$ cat src/rtl/psum_arb_pkg.sv
// Shared types and the round-robin selection helper for the Psum drain arbiter.
package psum_arb_pkg;

    typedef enum logic {ARB, DRAIN} arb_state_t;

    localparam int unsigned MAX_PE   = 32;
    localparam int unsigned MAX_ID_W = 5;

    // First set bit of req scanning circularly from last+1; returns last when req is empty.
    function automatic int unsigned rr_next(
        input logic [MAX_PE-1:0] req,
        input int unsigned       last,
        input int unsigned       num_pe
    );
        int unsigned pick;
        int unsigned cand;
        logic        found;
        pick  = last;
        found = 1'b0;
        for (int unsigned k = 1; k <= MAX_PE; k++) begin
            if (k <= num_pe) begin
                cand = last + k;
                if (cand >= num_pe) begin
                    cand = cand - num_pe;
                end
                if (!found && req[cand[MAX_ID_W-1:0]]) begin
                    pick  = cand;
                    found = 1'b1;
                end
            end
        end
        return pick;
    endfunction

endpackage

$ cat src/rtl/rr_picker.sv
// Combinational round-robin picker over the PE request vector.
module rr_picker
    import psum_arb_pkg::*;
#(
    parameter int unsigned NUM_PE = 4,
    parameter int unsigned ID_W   = 2
)(
    input  logic [NUM_PE-1:0] req,
    input  logic [ID_W-1:0]   last_id,
    output logic              any,
    output logic [ID_W-1:0]   pick_id
);

    logic [MAX_PE-1:0] req_ext;

    always_comb begin
        req_ext = MAX_PE'(req);
        any     = |req;
        pick_id = ID_W'(rr_next(req_ext, 32'(last_id), NUM_PE));
    end

endmodule

$ cat src/rtl/psum_drain_arbiter.sv
// Round-robin drain of per-PE Psum buffers into one registered valid/ready stream,
// popping up to burst_len words per grant and tagging each word with its source PE.
module psum_drain_arbiter
    import psum_arb_pkg::*;
#(
    parameter int unsigned NUM_PE     = 4,
    parameter int unsigned PSUM_WIDTH = 18,
    parameter int unsigned BURST_W    = 4,
    parameter int unsigned ID_W       = $clog2(NUM_PE)
)(
    input  logic                         clk,
    input  logic                         rst,
    input  logic                         en,
    input  logic [BURST_W-1:0]           burst_len,
    input  logic [NUM_PE-1:0]            pe_psum_valid,
    input  logic [NUM_PE*PSUM_WIDTH-1:0] pe_psum_data,
    output logic [NUM_PE-1:0]            pe_ren,
    output logic [PSUM_WIDTH-1:0]        out_data,
    output logic                         out_valid,
    input  logic                         out_ready,
    output logic [ID_W-1:0]              out_pe_id,
    output logic                         out_last,
    output logic                         busy
);

    localparam int unsigned CNT_W = BURST_W + 1;

    arb_state_t            state_q, state_d;
    logic [ID_W-1:0]       grant_id_q, grant_id_d;
    logic [ID_W-1:0]       last_id_q, last_id_d;
    logic [CNT_W-1:0]      cnt_q, cnt_d;
    logic [CNT_W-1:0]      len_q, len_d;
    logic [PSUM_WIDTH-1:0] out_data_q, out_data_d;
    logic [ID_W-1:0]       out_pe_id_q, out_pe_id_d;
    logic                  out_last_q, out_last_d;
    logic                  out_valid_q, out_valid_d;

    logic [PSUM_WIDTH-1:0] pe_word [NUM_PE];
    logic                  any_req;
    logic [ID_W-1:0]       pick_id;
    logic                  src_valid;
    logic                  at_last;
    logic                  pop;

    rr_picker #(
        .NUM_PE (NUM_PE),
        .ID_W   (ID_W)
    ) u_picker (
        .req     (pe_psum_valid),
        .last_id (last_id_q),
        .any     (any_req),
        .pick_id (pick_id)
    );

    always_comb begin
        for (int i = 0; i < NUM_PE; i++) begin
            pe_word[i] = pe_psum_data[i*PSUM_WIDTH +: PSUM_WIDTH];
        end
    end

    // Pop whenever the granted buffer has data and the output slot is free or being freed.
    always_comb begin
        src_valid = pe_psum_valid[grant_id_q];
        at_last   = (cnt_q == (len_q - CNT_W'(1)));
        pop       = (state_q == DRAIN) && en && src_valid && (!out_valid_q || out_ready);
        pe_ren    = '0;
        if (pop) begin
            pe_ren[grant_id_q] = 1'b1;
        end
    end

    always_comb begin
        state_d     = state_q;
        grant_id_d  = grant_id_q;
        last_id_d   = last_id_q;
        cnt_d       = cnt_q;
        len_d       = len_q;
        out_data_d  = out_data_q;
        out_pe_id_d = out_pe_id_q;
        out_last_d  = out_last_q;
        out_valid_d = out_valid_q;

        if (out_valid_q && out_ready) begin
            out_valid_d = 1'b0;
        end

        unique case (state_q)
            ARB: begin
                if (en && any_req) begin
                    grant_id_d = pick_id;
                    last_id_d  = pick_id;
                    len_d      = (burst_len == '0) ? {1'b1, {BURST_W{1'b0}}} : {1'b0, burst_len};
                    cnt_d      = '0;
                    state_d    = DRAIN;
                end
            end
            DRAIN: begin
                if (!src_valid) begin
                    state_d = ARB;
                end else if (pop) begin
                    out_data_d  = pe_word[grant_id_q];
                    out_pe_id_d = grant_id_q;
                    out_last_d  = at_last;
                    out_valid_d = 1'b1;
                    cnt_d       = cnt_q + CNT_W'(1);
                    if (at_last) begin
                        state_d = ARB;
                    end
                end
            end
            default: state_d = ARB;
        endcase
    end

    always_ff @(posedge clk) begin
        if (!rst) begin
            state_q     <= ARB;
            grant_id_q  <= '0;
            last_id_q   <= ID_W'(NUM_PE - 1);
            cnt_q       <= '0;
            len_q       <= '0;
            out_data_q  <= '0;
            out_pe_id_q <= '0;
            out_last_q  <= 1'b0;
            out_valid_q <= 1'b0;
        end else begin
            state_q     <= state_d;
            grant_id_q  <= grant_id_d;
            last_id_q   <= last_id_d;
            cnt_q       <= cnt_d;
            len_q       <= len_d;
            out_data_q  <= out_data_d;
            out_pe_id_q <= out_pe_id_d;
            out_last_q  <= out_last_d;
            out_valid_q <= out_valid_d;
        end
    end

    assign out_data  = out_data_q;
    assign out_pe_id = out_pe_id_q;
    assign out_last  = out_last_q;
    assign out_valid = out_valid_q;
    assign busy      = (state_q != ARB) || out_valid_q;

endmodule
$ cat config.mk
export PLATFORM = sky130hd
export DESIGN_NAME = psum_drain_arbiter
export DESIGN_NICKNAME = d
export VERILOG_FILES = /design/src/rtl/psum_arb_pkg.sv /design/src/rtl/rr_picker.sv /design/src/rtl/psum_drain_arbiter.sv
export SDC_FILE = /design/constraint.sdc
export NUM_CORES = 1
export LEC_CHECK = 0
export BUFFER_PORTS_ARGS = -buffer_cell sky130_fd_sc_hd__buf_2
export CAP_MARGIN = 20
export CORE_MARGIN = 2
export CORE_UTILIZATION = 47
export CTS_BUF_LIST = sky130_fd_sc_hd__clkbuf_16
export DETAILED_ROUTE_END_ITERATION = 6
export PLACE_DENSITY = 0.78
export SLEW_MARGIN = 20
export SYNTH_ARGS = -nofsm -noshare
export SYNTH_HDL_FRONTEND = slang
export SYNTH_SLANG_ARGS = --single-unit
$ cat constraint.sdc
create_clock -name clk -period 2.9 [get_ports clk]
set_input_delay 0.58 -clock clk [delete_from_list [all_inputs] [get_ports clk]]
set_output_delay 0.58 -clock clk [all_outputs]
set_load 0.02 [all_outputs]
# Word-level counts from Yosys, hierarchy flattened
# Cells that the tools add are included.
dict set report word_totals {
  reg_bits 37
  latch_bits 0
  ramBits 0
  rom_bits 0
  inputBits 84
  out_inout_bits 27
  elab_cells 97
  memories 0
}
dict set report classes {
  addsub 10
  mul 0
  div 0
  magnitude_cmp 11
  n_eq_ne 4
  n_shift 0
  mux 41
  n_bitwise 2
  n_reduce_logical 20
}
# cell n
set op_table {}
lappend op_table {{32-bit by 3-bit >= comparator with 1-bit output (second input constant)} 4}
lappend op_table {{5-bit two-way mux} 8}
lappend op_table {{18-bit binary-select mux with 2-bit select} 1}
lappend op_table {{18-bit two-way mux} 2}
lappend op_table {{5-bit by 6-bit < comparator with 1-bit output (second input constant)} 4}
lappend op_table {{1-bit binary-select mux with 5-bit select} 4}
lappend op_table {{1-bit two-way mux} 17}
lappend op_table {{3-bit by 3-bit subtractor with 4-bit output (second input constant)} 3}
lappend op_table {{5-bit one-hot mux with 2 select lines} 1}
lappend op_table {{1-bit logical AND} 9}
lappend op_table {{2-bit two-way mux} 4}
lappend op_table {{2-bit by 2-bit adder with 3-bit output (second input constant)} 2}
lappend op_table {{3-bit AND reduction} 2}
lappend op_table {{5-bit by 1-bit adder with 5-bit output (second input constant)} 1}
lappend op_table {{5-bit == test} 1}
lappend op_table {{4-bit by 3-bit subtractor with 5-bit output (second input constant)} 1}
lappend op_table {{5-bit by 1-bit subtractor with 5-bit output (second input constant)} 1}
lappend op_table {{2-bit by 3-bit adder with 4-bit output (second input constant)} 1}
lappend op_table {{1-bit zero test} 4}
lappend op_table {{4-bit zero test} 1}
lappend op_table {{4-bit two-way mux} 1}
lappend op_table {{2-bit by 1-bit inequality test with 1-bit output (second input constant)} 2}
lappend op_table {{4-bit OR reduction} 1}
lappend op_table {{2-bit by 1-bit adder with 3-bit output (second input constant)} 1}
lappend op_table {{other kinds (11)} 12}

# Longest topological paths before layout
# Gate-level depths: netlist of the first run.
dict set report logic_depth {
  ltp_word 15
  mapped_depth 9
  ltp_nobuf 7
}

# Cells and area by module
# Synthesis of the first run repeated with hierarchy kept, for this count alone.
dict set report unflattened {
  hier_cells 243
  area_unflattened_um2 2319.7
}
# mod n_inst cells_per_inst area_per_inst_um2 seq_area_each_um2
set by_module_without_submodules {}
lappend by_module_without_submodules {psum_drain_arbiter 1 212 2057.0 740.7}
lappend by_module_without_submodules {rr_picker 1 31 262.8 0.0}

# Worst setup path before layout of the first run
# Ideal clock, no wire load.
dict set report synth_path {
  kind {input-to-output}
  from {input pe_psum_valid[1]}
  to {output pe_ren[2]}
  arrival_ns 2.056
  required_time_ns 2.320
  slack_ns 0.264
  cell_stages 6
  path_buffers 2
  path_cell_list {clkbuf_1 > mux4_2 > and2_4 > nand3_2 > buf_4 > nor3b_1}
}
dict set report synth_between {
  elab_chain_cells 5
}
# item line
set synth_lines {}
lappend synth_lines {{start: declaration} psum_drain_arbiter.sv:15} ;# input logic [NUM_PE-1:0] pe_psum_valid,
lappend synth_lines {{1-bit binary-select mux with 2-bit select} psum_drain_arbiter.sv:63} ;# src_valid = pe_psum_valid[grant_id_q];
lappend synth_lines {{1-bit two-way mux (not written as such)} psum_drain_arbiter.sv:63}
lappend synth_lines {{1-bit logical AND (2 in series)} psum_drain_arbiter.sv:65} ;# pop = (state_q == DRAIN) && en && src_valid && (!out_valid_q || out_ready);
lappend synth_lines {{4-bit two-way mux} psum_drain_arbiter.sv:67} ;# if (pop) begin
lappend synth_lines {{end: declaration} psum_drain_arbiter.sv:17} ;# output logic [NUM_PE-1:0] pe_ren,
# Every way passes these cells. The select of a mux whose other input is x is not followed.

# Worst setup path after layout of the first run
dict set report layout_path {
  from {register last_id_q[1]}
  to {register last_id_q[1]}
}
dict set report layout_between {
  elab_chain_cells 15
  word_cells_on_any_way 37
  classes_between {add/sub (8); order compare (4); mux (19); reduce/logical (6)}
}
# item line
set layout_lines {}
lappend layout_lines {{start: declaration} psum_drain_arbiter.sv:30} ;# logic [ID_W-1:0] last_id_q, last_id_d;
lappend layout_lines {{start signal: assignment} psum_drain_arbiter.sv:119} ;# last_id_q <= ID_W'(NUM_PE - 1);
lappend layout_lines {{start signal: assignment} psum_drain_arbiter.sv:129} ;# last_id_q <= last_id_d;
lappend layout_lines {{2-bit by 1-bit adder with 3-bit output} psum_arb_pkg.sv:22} ;# cand = last + k;
lappend layout_lines {{32-bit by 3-bit >= comparator with 1-bit output or 3-bit by 3-bit subtractor with 4-bit output (tied branches)} {psum_arb_pkg.sv:23, psum_arb_pkg.sv:24}}
lappend layout_lines {{5-bit two-way mux} psum_arb_pkg.sv:23} ;# if (cand >= num_pe) begin
lappend layout_lines {{1-bit binary-select mux with 5-bit select} psum_arb_pkg.sv:26} ;# if (!found && req[cand[MAX_ID_W-1:0]]) begin
lappend layout_lines {{1-bit two-way mux (not written as such)} psum_arb_pkg.sv:26}
lappend layout_lines {{1-bit two-way mux} psum_arb_pkg.sv:26}
lappend layout_lines {{1-bit zero test} psum_arb_pkg.sv:26}
lappend layout_lines {{1-bit logical AND} psum_arb_pkg.sv:26}
lappend layout_lines {{1-bit two-way mux} psum_arb_pkg.sv:26}
lappend layout_lines {{1-bit zero test} psum_arb_pkg.sv:26}
lappend layout_lines {{1-bit logical AND} psum_arb_pkg.sv:26}
lappend layout_lines {{1-bit two-way mux} psum_arb_pkg.sv:26}
lappend layout_lines {{1-bit zero test} psum_arb_pkg.sv:26}
lappend layout_lines {{1-bit logical AND} psum_arb_pkg.sv:26}
lappend layout_lines {{2-bit two-way mux *} psum_arb_pkg.sv:26}
# Every way passes the cells marked *; elsewhere a longest branch is shown, timed or not. The select of a mux whose other input is x is not followed.
# A chain may end at the register's enable or synchronous reset.

==> impl_metrics.py, run 1 <==
metrics = {
    "timing": {
        "tightestPinTransition_ns": 0.5137,
        "clock-skew-final_ns": 0.006026,
        "slew_viol_final": 0,
        "hold_violations": 0,
        "fmax_ghz": 0.3959,
        "rsz0062_at_grt": "no",
        "setup_viol": 0,
        "tns_ns": 0,
        "period_needed_ns": 2.526,
        "slew_headroom_pct": 65.75,
        "period_share_pct": 87.10,
    },
    "logic_synthesis": {
        "synth-edff-count": 0,
        "synth_most_common_cell": "nand2_1",
        "synth_commonest_cells": "60 x nand2_1, 37 x dfxtp_1, 24 x a21boi_0, 20 x mux4_2, 9 x clkbuf_1",
        "synth-simple-area-share_pct": 19.32,
        "ys_seq_area_share_pct": 30.34,
        "synth_area_sq_um": 2441,
        "avgSynthCellArea_sq_um": 9.536,
        "ys_ff_latch": 37,
        "synth_largest_area_cell": "dfxtp_1",
        "synth.distinct_cells": 53,
        "syn-num-nets": 347,
        "synthArstFlopShare_pct": 0,
        "synth-compound-area-share_pct": 15.68,
        "yosys.area_share.adder_pct": 3.588,
        "synth-main-ff-cell": "dfxtp_1",
        "synth.area.mux_share_pct": 22.09,
        "synth_xor_xnor_area_share_pct": 3.947,
        "netlist.area_leader.share_pct": 30.34,
        "synth_cells": 256,
        "ys_warn_count": 0,
        "yosys-top-cells-area": "dfxtp_1 30%, mux4_2 18%, nand2_1 9.2%",
        "synth_top_family_by_area": "multiplexers",
    },
    "detailed_routing": {
        "firstDrtPassIters": 4,
        "drt-wirelength-per-cell_um": 14.08,
        "dr.first_iter.drc_count": 97,
        "viasPerCell": 5.381,
        "dr_total_vias": 2314,
        "drc_errors": 0,
        "totalWireLength_um": 6054,
        "ant_nets": 0,
    },
    "floorplan": {
        "core_area_sq_um": 5075,
        "die_h_um": 76.07,
        "die_w_um": 76.07,
        "ios": 111,
        "initial_core_util_pct": 48.10,
        "dieArea_sq_um": 5787,
        "rows": 26,
    },
    "global_route": {
        "gr-usage-all-layers_pct": 21.07,
        "grt_pass1_vias": 2191,
        "antenna_found_initial": 0,
        "grt_max_degree": 36,
        "grt-ovfl-total": 0,
        "grt_pass1_wl_um": 10010,
    },
    "worst_setup_path": {
        "path_class": "flip-flop to flip-flop",
        "cpMaxStageDelayCell": "dfxtp_1",
        "path_cells": "inv_1, ha_1, mux4_2, and2_1, or2_0, o211ai_2, o311ai_2",
        "worstPathArrival_ns": 2.64,
        "crit_path_max_fanout": 11,
        "cp-start-kind": "flip-flop",
        "critPathMaxStageDelay_ns": 0.53,
        "required_ns": 3.02,
        "end_kind": "flip-flop",
    },
    "clocking": {
        "cts_buffers": 5,
        "cts_buffer_depth": 2,
        "clk-insertion-delay-late_ns": 0.27,
        "clkTransAtPathRegs_ns": 0.05,
        "post_cts_resize_count": 0,
        "h-tree-depth": 2,
        "root_buffer": "clkbuf_16",
        "clock_sinks": 37,
        "post_cts_buffers": 0,
        "hold_buffers": 0,
        "cts_tree": "done",
    },
    "pwr": {
        "vdd_ir_drop_max_uv": 280.4,
        "power_w": 0.001649,
        "p_per_area_nw_per_um2": 518.7,
        "p_leak_nw": 1.404,
    },
    "final_layout": {
        "drive_above_1_share_pct": 42.22,
        "final_nets": 450,
        "syn_to_final_growth_pct": 30.24,
        "num_antenna_cells": 0,
    },
    "status": {
        "status": "finished clean",
    },
    "place": {
        "place_congestion": 0.8628,
        "port_buffers": 110,
        "dp_hpwl_um": 4603,
    },
    "min_path": {
        "hp-class": "flip-flop to flip-flop",
    },
    "flow_run": {
        "drv_cap": 0,
    },
}
[final cells by class]
type	count	area, sq um
fillers	449	1896
multi-input cells	195	1578
inverters	4	15.01
flip-flops and latches	37	740.7
clock inverters	3	37.54
repair buffers	116	595.6
clock buffers	5	125.1
well taps	70	87.58
[kinds of logic after synthesis]
family / Yosys count
adders and majority gates: 7
xor gates and xnor gates: 11
DFF: 37
buffers and inverters: 24
and+or+nand+nor: 100
muxes: 27
AOI/OAI and AO/OA: 50
[layer usage]
metal	up-vias	track usage, %	wire (um)	part of all wire, %
met5	-	0	0	0
met1	1115	24.85	2471	41
met2	67	39.46	3227	53
met4	0	4.364	36	0.59
met3	2	4.384	319	5.3
li1	1130	-	-	-
[layout by cell type, fill, tap and decap left out, types with 2 or more instances in the layout]
master     count
buf_2        110
nand2_1       60
dfxtp_1       37
a21boi_0      24
mux4_2        20
nor2_1         7
ha_1           7
xor2_1         6
buf_4          6
inv_1          5
xnor2_1        5
clkbuf_16      5
nand2b_1       4
nand3_1        4
a21boi_1       4
mux2i_1        4
a21oi_1        4
or4_1          3
o21ai_0        3
nand4_1        3
nor3_1         2
or2_2          2
o211ai_1       2
mux2_2         2
a221oi_1       2
or3_1          2
[path summary, 6_finish.rpt]
path	start	endpoint	slack (ns)	depth (start not counted)
max	last_id_q[1]	last_id_q[1]	0.37	7
min	out_data[17]	out_data[17]	0.45	2
max reg2reg	last_id_q[1]	last_id_q[1]	0.37	7
min reg2reg	out_data[17]	out_data[17]	0.45	2
[where the power goes]
group | internal (W) | switching, W | leakage [nW]
combinational | 0.000262 | 0.000242 | 1.02
sequential | 0.000536 | 0.0000243 | 0.300
clock | 0.000399 | 0.000187 | 0.0826
[registers in the layout (all words and copies together), names as in the netlist]
| register | count |
|---|---|
| out_data | 18 |
| out_pe_id | 2 |
| last_id_q | 2 |
| out_last | 1 |
| state_q | 1 |
| len_q | 5 |
| out_valid | 1 |
| cnt_q | 5 |
| grant_id_q | 2 |
[critical path: cells and delay by family, from the launching register on]
family	cells	cell delay, ns
buffers and inverters	1	0.16
AO/OA/AOI/OAI	2	0.28
AND/OR/NAND/NOR	2	0.41
multiplexers	1	0.53
flip-flops	1	0.53
adder cells (fa/ha/maj)	1	0.46
[metrics by stage]
step	setup slack, ns	cells	utilization (%)	hold WS (ns)	cell area [sq um]
final	0.3740	430	62.65	0.4545	3179
after global routing	0.1903	430	62.65	0.4850	3179
after CTS	0.3642	430	62.65	0.4565	3179
after detailed placement	0.3798	422	59.44	0.4490	3017
after global placement	0.4780	422	59.44	0.4402	3017
after floorplan	0.2636	256	-	0.4536	2441
Power figures use the tool's default switching activity.
==> run 2: changes to the inputs <==
==> constraint.sdc (replaced) <==
create_clock -name clk -period 2.9 [get_ports clk]
set_input_delay 0.145 -clock clk [delete_from_list [all_inputs] [get_ports clk]]
set_output_delay 0.145 -clock clk [all_outputs]
set_load 0.02 [all_outputs]
==> impl_metrics.py, run 2 (synthesized netlist as in run 1, its figures left out) <==
metrics = {
    "status": {
        "status": "finished clean",
    },
    "detailed_routing": {
        "firstDrtPassIters": 4,
        "drc_errors": 0,
        "viasPerCell": 5.341,
        "drt-wirelength-per-cell_um": 14.29,
        "totalWireLength_um": 6115,
        "ant_nets": 0,
        "dr_total_vias": 2286,
        "dr.first_iter.drc_count": 76,
    },
    "floorplan": {
        "dieArea_sq_um": 5787,
        "core_area_sq_um": 5075,
        "rows": 26,
        "die_h_um": 76.07,
        "initial_core_util_pct": 48.10,
        "ios": 111,
        "die_w_um": 76.07,
    },
    "clocking": {
        "cts_buffers": 5,
        "post_cts_resize_count": 0,
        "post_cts_buffers": 0,
        "clock_sinks": 37,
        "cts_tree": "done",
        "hold_buffers": 0,
        "clk-insertion-delay-late_ns": 0.28,
        "clkTransAtPathRegs_ns": 0.06,
        "cts_buffer_depth": 2,
        "root_buffer": "clkbuf_16",
        "h-tree-depth": 2,
    },
    "timing": {
        "fmax_ghz": 0.4137,
        "tightestPinTransition_ns": 1.021,
        "hold_violations": 0,
        "slew_headroom_pct": 31.96,
        "setup_viol": 0,
        "period_share_pct": 83.36,
        "slew_viol_final": 0,
        "rsz0062_at_grt": "no",
        "period_needed_ns": 2.417,
        "tns_ns": 0,
        "clock-skew-final_ns": 0.001436,
    },
    "pwr": {
        "p_per_area_nw_per_um2": 532.9,
        "vdd_ir_drop_max_uv": 336.9,
        "power_w": 0.001691,
        "p_leak_nw": 1.391,
    },
    "final_layout": {
        "num_antenna_cells": 0,
        "layout_commonest_cell": "buf_2",
        "syn_to_final_growth_pct": 29.98,
        "stdcell_count": 428,
        "most-common-layout-cells": "110 x buf_2, 60 x nand2_1, 37 x dfxtp_1",
        "final_nets": 448,
        "largest_reg_flops": 18,
        "drive_above_1_share_pct": 42.46,
        "register_area_sq_um": 740.7,
        "fill_cells": 463,
        "multiInputGateArea_sq_um": 1578,
        "fin_area_sq_um": 3173,
    },
    "worst_setup_path": {
        "crit_path_max_fanout": 28,
        "worstPathArrival_ns": 2.27,
        "ff2ff_setup_slack_ns": 0.65,
        "path_class": "flip-flop to output pin",
        "end_kind": "output pin",
        "required_ns": 2.76,
        "cp-start-kind": "flip-flop",
    },
    "global_route": {
        "antenna_found_initial": 0,
        "use_met3_pct": 4.739,
        "grt_pass1_wl_um": 10830,
        "busiest_layer": "met2",
        "grt_max_degree": 36,
        "gr-usage-all-layers_pct": 22.78,
        "grt-ovfl-total": 0,
        "grt_pass1_vias": 2362,
        "use_met1_pct": 26.05,
        "met2_usage_pct": 43.30,
    },
    "place": {
        "place_area_sq_um": 3002,
        "dp_hpwl_um": 4545,
        "port_buffers": 110,
        "dpl.cell_count": 420,
        "place_congestion": 0.8985,
    },
    "min_path": {
        "hp-class": "input port to flip-flop",
    },
    "flow_run": {
        "drv_cap": 0,
    },
}
## run 2: cell type report
cell class / count / area share (%)
clock inverters: 3 / 1.459
multi-input cells: 195 / 49.72
flip-flops and latches: 37 / 23.34
repair buffers: 114 / 18.30
well taps: 70 / 2.760
inverters: 4 / 0.4732
clock buffers: 5 / 3.943
## run 2: per-stage QoR
| step | setup slack, ns | hold slack (ns) | util (%) |
|---|---|---|---|
| 3_3_place_gp | 0.7003 | 0.4145 | 59.15 |
| 4_1_cts | 0.4815 | 0.1227 | 62.52 |
| 6_report | 0.4827 | 0.1231 | 62.52 |
| 2_1_floorplan | 0.4814 | 0.2714 | - |
| 3_5_place_dp | 0.6499 | 0.4203 | 59.15 |
| 5_1_grt | 0.2395 | 0.1442 | 62.52 |
## run 2: worst max-delay path: stages, from the launching register on
cell and delay (ns):
dfxtp_1 0.32, mux4_2 0.34, and4_1 0.88, nand2_1 0.16, nor2_1 0.12, buf_2 0.17
## run 2: layer usage
layer  vias up  part of all wire (%)
met2        70                    53
met1      1085                    40
met5         -                     0
met3         7                   5.3
li1       1124                     -
met4         0                   1.2
## run 2: report_power, final
| part | total, W | switching (W) | internal (W) |
|---|---|---|---|
| Sequential | 0.000554 | 0.0000183 | 0.000536 |
| Combinational | 0.000511 | 0.000249 | 0.000262 |
| Clock | 0.000626 | 0.000219 | 0.000407 |
## run 2: worst paths after layout
check             cells past startpoint     startpoint           end
hold / removal                        3   burst_len[1]      len_q[1]
setup reg to reg                      7   last_id_q[0]  last_id_q[1]
hold reg to reg                       2   out_data[15]  out_data[15]
setup / recovery                      5  grant_id_q[0]     pe_ren[1]
==> run 3: changes to the inputs <==
ABC_AREA = 1   (was unset)
CORE_UTILIZATION = 42   (was 47)
PLACE_DENSITY = 0.74   (was 0.78)
clock period = 2.2 ns   (was 2.9 ns; I/O delays follow)
==> impl_metrics.py, run 3 <==
metrics = {
    "worst_setup_path": {
        "crit_path_end": "last_id_q[0]",
        "required_ns": 2.36,
        "ff2ff_setup_slack_ns": 0.27,
        "crit_path_max_fanout": 9,
        "cpMaxStageDelayCell": "dfxtp_1",
        "end_kind": "flip-flop",
        "r2r_end": "last_id_q[0]",
        "crit_start": "last_id_q[0]",
        "crit_top_cell": "nand2_1",
        "worstPathArrival_ns": 2.09,
        "path_class": "flip-flop to flip-flop",
        "critPathMaxStageDelay_ns": 0.52,
        "path_cells": "inv_2, ha_1, inv_1, nand3_1, inv_1, nor2_1, nand2_1, nand2_1, nand2_1, nand3_1, o211ai_1",
        "cp-start-kind": "flip-flop",
        "r2r-start": "last_id_q[0]",
        "r2r_cells": 11,
    },
    "clocking": {
        "clkTransAtPathRegs_ns": 0.05,
        "cts_buffer_depth": 2,
        "clock_sinks": 37,
        "h-tree-depth": 2,
        "hold_buffers": 0,
        "root_buffer": "clkbuf_16",
        "cts_tree": "done",
        "cts_buffers": 5,
        "clk-insertion-delay-late_ns": 0.28,
    },
    "timing": {
        "fin_ws_ns": 0.2697,
        "tns_ns": 0,
        "rsz0062_at_grt": "no",
        "clock-skew-final_ns": 0.002399,
        "slew_viol_final": 0,
        "period_needed_ns": 1.930,
        "setup_viol": 0,
        "fmax_ghz": 0.5180,
        "slew_headroom_pct": 75.48,
        "tightestPinTransition_ns": 0.3674,
        "hold_violations": 0,
        "period_share_pct": 87.74,
    },
    "logic_synthesis": {
        "syn-num-nets": 459,
        "synthArstFlopShare_pct": 0,
        "synth_most_common_cell": "nand2_1",
        "synth_cells": 368,
        "ys_ff_latch": 37,
        "avgSynthCellArea_sq_um": 6.474,
        "yosys-top-cells-area": "dfxtp_1 31%, nand3_1 17%, nand2_1 15%",
        "ys_seq_area_share_pct": 31.09,
        "synth_largest_area_cell": "dfxtp_1",
        "synth.distinct_cells": 29,
        "synth-main-ff-cell": "dfxtp_1",
        "synth_area_sq_um": 2382,
        "netlist.area_leader.share_pct": 31.09,
        "synth_commonest_cells": "97 x nand2_1, 82 x nand3_1, 37 x dfxtp_1, 33 x a21oi_1, 22 x inv_1",
        "synth-edff-count": 0,
        "ys_warn_count": 0,
    },
    "detailed_routing": {
        "drc_errors": 0,
        "ant_nets": 0,
        "dr_total_vias": 2829,
        "drt-wirelength-per-cell_um": 12.63,
        "totalWireLength_um": 6896,
        "viasPerCell": 5.181,
        "firstDrtPassIters": 4,
        "dr.first_iter.drc_count": 132,
    },
    "final_layout": {
        "syn_to_final_growth_pct": 33.51,
        "largest_reg_flops": 18,
        "most-common-layout-cells": "110 x buf_2, 97 x nand2_1, 82 x nand3_1",
        "drive_above_1_share_pct": 29.32,
        "layout_commonest_cell": "buf_2",
        "stdcell_count": 546,
        "final_nets": 564,
        "num_antenna_cells": 0,
        "final_core_util_pct": 57.76,
    },
    "place": {
        "dpl.cell_count": 536,
        "post-place-ws_ns": 0.2520,
        "dp_hpwl_um": 5316,
        "port_buffers": 110,
        "place_congestion": 0.8736,
    },
    "floorplan": {
        "die_w_um": 79.32,
        "ios": 111,
        "initial_core_util_pct": 43.26,
        "dieArea_sq_um": 6291,
        "die_h_um": 79.32,
        "core_area_sq_um": 5507,
        "rows": 27,
    },
    "pwr": {
        "vdd_ir_drop_max_uv": 412.6,
        "p_per_area_nw_per_um2": 769.5,
        "power_w": 0.002447,
        "p_leak_nw": 1.533,
    },
    "global_route": {
        "antenna_found_initial": 0,
        "gr-usage-all-layers_pct": 22.96,
        "grt_pass1_vias": 2705,
        "grt-ovfl-total": 0,
        "grt_max_degree": 36,
        "grt_pass1_wl_um": 11630,
    },
    "flow_run": {
        "drv_cap": 0,
    },
    "status": {
        "status": "finished clean",
    },
    "min_path": {
        "hp-class": "input port to flip-flop",
    },
}
run 3: worst min path at each step:
| stage | from | end | cells past startpoint |
|---|---|---|---|
| floorplan | rst | last_id_q[0] | 1 |
| global placement | rst | last_id_q[0] | 2 |
| detailed placement | rst | last_id_q[0] | 2 |
| CTS | rst | last_id_q[0] | 2 |
| global route | rst | last_id_q[0] | 2 |
| finish | rst | last_id_q[0] | 2 |
run 3: final cells by class:
cell class                      count  area [sq um]
Sequential cell                    37         745.7
Multi-Input combinational cell    284          1430
Tap cell                           72         90.09
Timing Repair Buffer              120         625.6
Clock inverter                      3         65.06
Inverter                           25         98.84
Fill cell                         553          2326
Clock buffer                        5         125.1
run 3: per-stage QoR:
stage                     instance area, sq um  hold slack, ns
final                                     3181         0.08717
after global routing                      3181         0.09528
after CTS                                 3162         0.08485
after detailed placement                  2968          0.3652
after global placement                    2968          0.3602
after floorplan                           2382          0.2090
run 3: cells by family after synthesis:
family	after synthesis	synth area share, %
xor+xnor	6	2.206
simple gates	230	45.27
compound gates	41	8.876
buf+inv	47	8.876
flops	37	31.09
fa+ha+maj	7	3.676
run 3: repair_timing:
action,in CTS,in global routing
resized for setup,1,2
pin swaps,0,1
endpoints found under the setup margin,2,4
setup buffers,0,2
run 3: routing by layer:
layer	part of all wire [%]	vias to the layer above	track usage, %
li1	-	1454	-
met1	44	1258	27.82
met2	48	110	40.68
met3	7.2	7	5.455
met4	1.0	0	5.862
met5	0	-	0
run 3: worst max-delay path, delay by kind of cell, from the launching register on:
kind / cells / cell delay, ns
and+or+nand+nor: 6 / 0.55
DFF: 1 / 0.52
adders and majority gates: 1 / 0.38
buffers and inverters: 3 / 0.26
AOI/OAI and AO/OA: 1 / 0.10
run 3: power breakdown:
group          total [W]  switching [W]  leakage, nW  internal [W]
clock           0.000915       0.000269       0.0938      0.000647
combinational   0.000762       0.000472         1.14      0.000290
sequential      0.000770      0.0000579        0.302      0.000712
